$ cat src/rtl/seg7_pkg.sv
// seg7_pkg: shared constants and the hex-to-segment table for the 7-seg scan driver
package seg7_pkg;
  localparam int NUM_DIGITS = 4;
  // active-high codes, entry 15 first so SEG_TABLE[n] is the code for nibble n
  localparam logic [15:0][6:0] SEG_TABLE = {
    7'h71, 7'h79, 7'h5E, 7'h39, 7'h7C, 7'h77, 7'h6F, 7'h7F,
    7'h07, 7'h7D, 7'h6D, 7'h66, 7'h4F, 7'h5B, 7'h06, 7'h3F
  };
  function automatic logic [6:0] hex_to_seg(input logic [3:0] nibble);
    return SEG_TABLE[nibble];
  endfunction
endpackage

$ cat src/rtl/seg7_decode.sv
// seg7_decode: nibble to segment pattern with blanking and output polarity
module seg7_decode
  import seg7_pkg::*;
#(
  parameter bit ACTIVE_LOW = 1'b1
) (
  input  logic [3:0] i_nibble,
  input  logic       i_blank,
  output logic [6:0] o_seg
);
  logic [6:0] w_seg_hi;
  assign w_seg_hi = i_blank ? 7'h00 : hex_to_seg(i_nibble);
  assign o_seg = ACTIVE_LOW ? ~w_seg_hi : w_seg_hi;
endmodule

$ cat src/rtl/seg7_scan_driver.sv
// seg7_scan_driver: double-buffered 4-digit time-multiplexed seven-segment driver
module seg7_scan_driver
  import seg7_pkg::*;
#(
  parameter int SCAN_DIV   = 100000,
  parameter bit BLANK_LZ   = 1'b1,
  parameter bit ACTIVE_LOW = 1'b1
) (
  input  logic                  clk,
  input  logic                  rst,
  input  logic                  en,
  input  logic                  load,
  input  logic [15:0]           value,
  input  logic [3:0]            dp_in,
  output logic [NUM_DIGITS-1:0] an,
  output logic [6:0]            seg,
  output logic                  dp,
  output logic                  frame_done
);
  localparam int DIV_W = (SCAN_DIV > 1) ? $clog2(SCAN_DIV) : 1;
  localparam logic [NUM_DIGITS-1:0] AN_OFF = ACTIVE_LOW ? '1 : '0;
  localparam logic [6:0] SEG_OFF = ACTIVE_LOW ? 7'h7F : 7'h00;
  localparam logic DP_OFF = ACTIVE_LOW;
  logic [DIV_W-1:0]      r_div_cnt;
  logic [1:0]            r_idx;
  logic [19:0]           r_shadow;
  logic [19:0]           r_disp;
  logic                  r_pending;
  logic [NUM_DIGITS-1:0] r_an;
  logic [6:0]            r_seg;
  logic                  r_dp;
  logic                  r_frame_done;
  logic                  w_tick;
  logic                  w_boundary;
  logic [19:0]           w_load_word;
  logic [15:0]           w_vals;
  logic [3:0]            w_dps;
  logic [3:0]            w_nibble;
  logic [3:0]            w_lz;
  logic                  w_blank;
  logic [NUM_DIGITS-1:0] w_onehot;
  logic [6:0]            w_seg;
  assign w_tick      = en && (r_div_cnt == DIV_W'(SCAN_DIV - 1));
  assign w_boundary  = w_tick && (r_idx == 2'd3);
  assign w_load_word = {dp_in, value};
  assign w_vals      = r_disp[15:0];
  assign w_dps       = r_disp[19:16];
  assign w_nibble    = w_vals[{r_idx, 2'b00} +: 4];
  // w_lz[k]: nibbles k..3 are all zero; digit 0 never counts as a leading zero
  assign w_lz        = {w_vals[15:12] == 4'h0, w_vals[15:8] == 8'h0, w_vals[15:4] == 12'h0, 1'b0};
  assign w_blank     = !en || (BLANK_LZ && w_lz[r_idx]);
  assign w_onehot    = NUM_DIGITS'(1) << r_idx;
  seg7_decode #(.ACTIVE_LOW(ACTIVE_LOW)) u_decode (
    .i_nibble(w_nibble),
    .i_blank (w_blank),
    .o_seg   (w_seg)
  );
  always_ff @(posedge clk) begin
    if (rst) begin
      r_div_cnt    <= '0;
      r_idx        <= '0;
      r_shadow     <= '0;
      r_disp       <= '0;
      r_pending    <= 1'b0;
      r_an         <= AN_OFF;
      r_seg        <= SEG_OFF;
      r_dp         <= DP_OFF;
      r_frame_done <= 1'b0;
    end else begin
      if (en) r_div_cnt <= w_tick ? '0 : r_div_cnt + DIV_W'(1);
      if (w_tick) r_idx <= r_idx + 2'd1;
      r_frame_done <= w_boundary;
      if (load) r_shadow <= w_load_word;
      // a load landing on the boundary bypasses the shadow so it is not delayed a frame
      if (load && w_boundary) r_disp <= w_load_word;
      else if (w_boundary && r_pending) r_disp <= r_shadow;
      r_pending <= load ? !w_boundary : (w_boundary ? 1'b0 : r_pending);
      r_an      <= w_blank ? AN_OFF : (ACTIVE_LOW ? ~w_onehot : w_onehot);
      r_seg     <= w_seg;
      r_dp      <= (!w_blank && w_dps[r_idx]) ^ ACTIVE_LOW;
    end
  end
  assign an         = r_an;
  assign seg        = r_seg;
  assign dp         = r_dp;
  assign frame_done = r_frame_done;
endmodule
$ cat config.mk
export PLATFORM = sky130hd
export DESIGN_NAME = seg7_scan_driver
export DESIGN_NICKNAME = d
export VERILOG_FILES = /design/src/rtl/seg7_pkg.sv /design/src/rtl/seg7_decode.sv /design/src/rtl/seg7_scan_driver.sv
export SDC_FILE = /design/constraint.sdc
export NUM_CORES = 1
export LEC_CHECK = 0
export BUFFER_PORTS_ARGS = -buffer_cell sky130_fd_sc_hd__clkbuf_2
export CORE_UTILIZATION = 28
export DETAILED_ROUTE_END_ITERATION = 16
export GPL_TIMING_DRIVEN = 0
export PLACE_DENSITY = 0.48
export REMOVE_ABC_BUFFERS = 1
export SKIP_CTS_REPAIR_TIMING = 1
export SYNTH_ARGS = -nofsm -noshare
export SYNTH_HDL_FRONTEND = slang
export SYNTH_SLANG_ARGS = --single-unit
$ cat constraint.sdc
create_clock -name clk -period 2.4 [get_ports clk]
set_input_delay 0.48 -clock clk [delete_from_list [all_inputs] [get_ports clk]]
set_output_delay 0.48 -clock clk [all_outputs]
set_load 0.1 [all_outputs]
* Word level (Yosys, flattened, before mapping) *
Memories as Yosys holds them, arrays and structs flattened.
Cells that the tools add are included.

storage, ports and cells
  bits in registers = 73
  bits in read-only memories = 112
  input bits = 24
  logic and storage cells = 47
  memories = 1

memory list
  name              depth  bits a word  rd ports  clocked after memory_dff  wr ports  line            RTL
  (name not given)  16     7            1         0                         0         seg7_pkg.sv:10  return SEG_TABLE[nibble];

cells by class
  add/subtract/negate cells = 2
  $lt $le $gt $ge = 2
  eq/ne operators = 2
  shift operators = 2
  mux-type cells = 11
  bitwise gates (word level) = 3
  reduce and logical (&&, ||, !) cells = 15

operators by type and width
  kind                                                 count
  two-way mux 20 bit                                   2
  adder 17 x 1 -> 17 bit (second input constant)       1
  equality test 17 bit (second input constant)         1
  two-way mux 17 bit                                   1
  indexed part select 16 x 5 -> 4 bit                  1
  two-way mux 7 bit                                    2
  logical NOT 12 bit                                   1
  logical NOT 8 bit                                    1
  NOT 7 bit                                            1
  logical AND 1 bit                                    5
  < comparator 4 x 5 -> 1 bit (second input constant)  1
  binary-select mux 1 bit (select 2 bit)               2
  logical NOT 4 bit                                    1
  two-way mux 1 bit                                    4
  NOT 4 bit                                            1
  nonzero test 2 bit                                   2
  left shift 1 x 2 -> 4 bit (first input constant)     1
  logical NOT 1 bit                                    3
  < comparator 2 x 3 -> 1 bit (second input constant)  1
  adder 2 x 1 -> 2 bit (second input constant)         1
  equality test 2 bit (second input constant)          1
  OR reduction 2 bit                                   1
  logical OR 1 bit                                     1
  NOT 1 bit                                            1

* Depth between registers and ports, before layout *
  depth in word-level cells = 7
  depth in mapped cells = 7
  mapped depth without buffers = 6

* By module *
From an unflattened synthesis, not the netlist that was laid out.

second synthesis, totals
  cell total of the unflattened synthesis = 314
  area, all modules = 3,313.2 um^2

by module, submodules not included
  module            instances  cells each  area each (um^2)  seq. area each (um^2)
  seg7_scan_driver  1          281         3,051.7           1,461.4
  seg7_decode       1          33          261.5             0.0

* Worst setup path after synthesis *
No wires, ideal clock.

  kind = register to register
  from = register r_idx[1]
  to = register r_seg[3] (netlist: seg[3])
  library setup time = 0.133 ns
  data arrival time = 1.751 ns
  data required time = 2.267 ns
  path slack = 0.516 ns
  cell stages (with the launch flop) = 7
  clock period less this slack = 1.884 ns
  cell sequence = dfxtp_1 -> buf_2 -> mux4_2 -> ha_1 -> and2_1 -> a211oi_1 -> o21ai_1

between the ends
  word-level cells in the longest chain between the ends = 5
  elaborated cells on any way between the ends = 8

ends and longest elaborated chain
  item                                                                                                  line                                            RTL
  start, declared                                                                                       seg7_scan_driver.sv:25                          logic [1:0] r_idx;
  start signal, assigned                                                                                seg7_scan_driver.sv:71                          if (w_tick) r_idx <= r_idx + 2'd1;
  indexed part select 16 x 5 -> 4 bit / binary-select mux 1 bit (select 2 bit) (equally long branches)  seg7_scan_driver.sv:48, seg7_scan_driver.sv:51
  memory read (16 x 7 bit) / two-way mux 1 bit (equally long branches)                                  --
  two-way mux 7 bit (not written as such) / logical OR 1 bit (equally long branches)                    seg7_pkg.sv:10, seg7_scan_driver.sv:51
  two-way mux 7 bit *                                                                                   seg7_decode.sv:12                               assign w_seg_hi = i_blank ? 7'h00 : hex_to_seg(i_nibble);
  NOT 7 bit *                                                                                           seg7_decode.sv:13                               assign o_seg = ACTIVE_LOW ? ~w_seg_hi : w_seg_hi;
  end signal, assigned                                                                                  seg7_scan_driver.sv:79                          r_seg <= w_seg;
  end, declared                                                                                         seg7_scan_driver.sv:30                          logic [6:0] r_seg;

Every way passes the cells marked *; elsewhere a longest branch is shown, timed or not. The select of a mux whose other input is x is not followed.
A chain may end at the register's enable or synchronous reset.

* Worst setup path after layout *
Ends and elaborated chain as after synthesis.

==> results.md <==
- Run status: finished with violations
- Failing checks: DRC
- Worst Max-Slew Pin Slew: around 0.85 ns
- 1st-iter DRT viols: between 70 and 80
- Startpoint class of the critical path: flip-flop
- Initial core utilization: 29.1%
- Core area: approximately 12000 sq um
- Final setup violation count: 0
- Pwr/cell area: between 700 and 800 nW/um^2
- Pre-CTS WS: -0.294 ns
- Synth Warn #: 0
- Vias in the first global route: ~2300
- Worst setup slack after layout: ~0.25 ns
- WL per Instance: ~14 um
- Clk Latency, worst-skew pair: between 0.3 and 0.4 ns
- Fin crit share: 89.5%
- Max-cap violations: 0
- Reg clk slew, reported paths: roughly 0.060 ns
- Layout Cells excl Fill: 499
- GPL Wtd Cong: 0.753
- Cells after DPL: 483
- ANT cells: 0
- Peak VDD IR: between 300 and 400 uV
- Layout Nets: 386
- Yosys top cell area share: 43.6%
- Lkg Pwr: around 1.7 nW
- Vias/cell: approximately 4.7
- Worst Path Max Fanout: 10
- Simple-gate share of the synthesized area: about 18%
- Mux share of post-synthesis cell area: between 15 and 20%
- Max Slew Vio Count: 0
- GRT Resource Usage Total: about an eighth
- Design Power: between 3 and 4 mW
- Post-route core utilization: 34.9%
- Initial antenna violation count: 0
- First-pass GRT wire length: between 10 and 15 mm
- Fill cells: 1176
- CP required: 2.59 ns
- Largest family of logic cells by synthesized area: simple AND/OR/NAND/NOR gates
- Crit path from: r_idx[1]
- Post-synthesis instance total: between 300 and 400
- Largest net degree at the start of global routing: 37
- RR Startpoint: r_idx[1]
- H-tree depth: 3
- CTS Sinks: 73
- GRT overflow: 0
- Placed cell areas: around 3600 sq um
- Final Hold Vio Count: 0
- Adder-Cell Fraction of Synth Area: around 4.1%
- Layout cells sized above 1: 21.9%
- CTS tree: yes
- XOR/XNOR Fraction of Synth Area: under 10%
- Slew margin rel.: between 40% and 50%
- Clock skew: 0.00865 ns
- Vias: ~2400
- Design area: about 4000 sq um
- Die H: approximately 110 um
- Avg Inst Size Synth: around 10 sq um
- Rows: 39
- Max clock buf depth: 2
- Post-DP HPWL: 4.63 mm
- Post-synth EDFFs: 0
- # IOs: 37
- Main synth FF type: dfxtp_1
- Yosys reg bits: 73
- Post-route minimum period: around 2.1 ns
- FMAX: roughly 470 MHz
- Post-Syn Area: 3350 sq um
- Root Driver: clkbuf_16
- Hold Path Origin: value[8]
- Cts bufs inserted: 9
- Port buffer count: 36
- Compound-Gate Fraction of Synth Area: 9.94%
- Critical path class: flip-flop to flip-flop
- Post-synth top area cell: dfxtp_1
- Worst hold path class: primary input to flip-flop
- Pre-antenna DRT Iters: 11
- Area Overhead vs Synth: 20.0%
- RSZ-0062 raised after global routing: false
- WP data arrival: 2.34 ns
- Routed wire length: 6.84 mm
- Netlist cell types: a little under 50
- Post-synth ARST share: 0%
- Antenna viol nets, final: 0
- # DRC: 6
- Critical path endpoint category: flip-flop
- Top post-synthesis cells by area: dfxtp_1, mux2i_1, a22o_1
- Die width: between 100 and 150 um
- Register area share after synthesis: about 44%
- Die area: roughly 12000 sq um
Yosys cell counts, drive strengths merged, types with 5 or more instances:
| master | n |
|---|---|
| a21oi | 6 |
| a22o | 18 |
| buf | 12 |
| clkbuf | 6 |
| dfxtp | 73 |
| ha | 11 |
| inv | 8 |
| mux2 | 12 |
| mux2i | 27 |
| mux4 | 5 |
| nand2 | 15 |
| nand3 | 7 |
| nand4 | 7 |
| nor2 | 36 |
| nor2b | 12 |
| nor3 | 5 |
| nor4 | 8 |
| o21ai | 5 |
| xnor2 | 9 |
| xor2 | 8 |
flip-flops by register name, summed over array words and instances (netlist names):
| name | flops |
|---|---|
| r_disp | 20 |
| frame_done | 1 |
| dp | 1 |
| an | 4 |
| seg | 7 |
| r_idx | 2 |
| r_div_cnt | 17 |
| r_shadow | 20 |
| r_pending | 1 |
logic make-up (layout without fill, tap and decap cells):
family / after synthesis / after routing
muxes: 44 / 44
buffers and inverters: 26 / 60
xor gates and xnor gates: 17 / 17
DFF: 73 / 73
and+or+nand+nor: 109 / 109
AOI/OAI and AO/OA: 42 / 42
adders and majority gates: 11 / 11
where the power goes:
part	internal, mW	switching (mW)
clock	1.15	0.521
combinational	0.0560	0.117
sequential	1.24	0.0131
per-stage QoR:
step | hold WS, ns | setup TNS [ns]
finish | 0.402 | 0
global route | 0.412 | 0
CTS | 0.402 | -1.23
detailed placement | 0.468 | -3.63
global placement | 0.461 | -3.14
floorplan | 0.444 | 0
path summary, 6_finish.rpt:
| check | slack [ns] | to | depth (start not counted) |
|---|---|---|---|
| max | 0.25 | seg[3] | 5 |
| min | 0.40 | r_shadow[8] | 3 |
| max reg2reg | 0.25 | seg[3] | 5 |
| min reg2reg | 0.48 | r_disp[16] | 1 |
cells in the final DEF, fill, tap and decap left out, types with 5 or more instances in the layout:
master     netlist  layout
a21oi_1          6       6
a22o_1          18      18
clkbuf_16        0       9
clkbuf_2         0      36
dfxtp_1         73      73
ha_1            11      11
inv_1            8       8
mux2_4          10      10
mux2i_1         27      27
mux4_2           5       5
nand2_1         15      15
nand3_1          7       7
nor2_1          36      36
nor2b_1         12      12
nor4_1           7       7
xnor2_1          9       9
xor2_1           8       8
metal layers:
layer  GRT usage, %  wire length, um  vias up
li1               -                -     1222
met4           5.14              114        0
met3           2.99              288       11
met2           16.8             2880       48
met5              0                0        -
met1           16.8             3560     1086
critical path: stages (launching register included):
cell	delay [ns]
dfxtp_1	0.61
mux4_2	0.65
ha_1	0.28
and2_1	0.15
a211oi_1	0.22
o21ai_1	0.10
area by class of cell:
| type | instances | area [sq um] | share of cell area, % |
|---|---|---|---|
| clock buffer | 10 | 239 | 5.95 |
| clock inverter | 6 | 138 | 3.42 |
| inverter | 8 | 30.0 | 0.747 |
| multi-input combinational | 223 | 1790 | 44.6 |
| sequential | 73 | 1460 | 36.4 |
| tap | 143 | 179 | 4.45 |
| timing repair buffer | 36 | 180 | 4.48 |
Note: power is estimated with default switching activity, not from simulation.
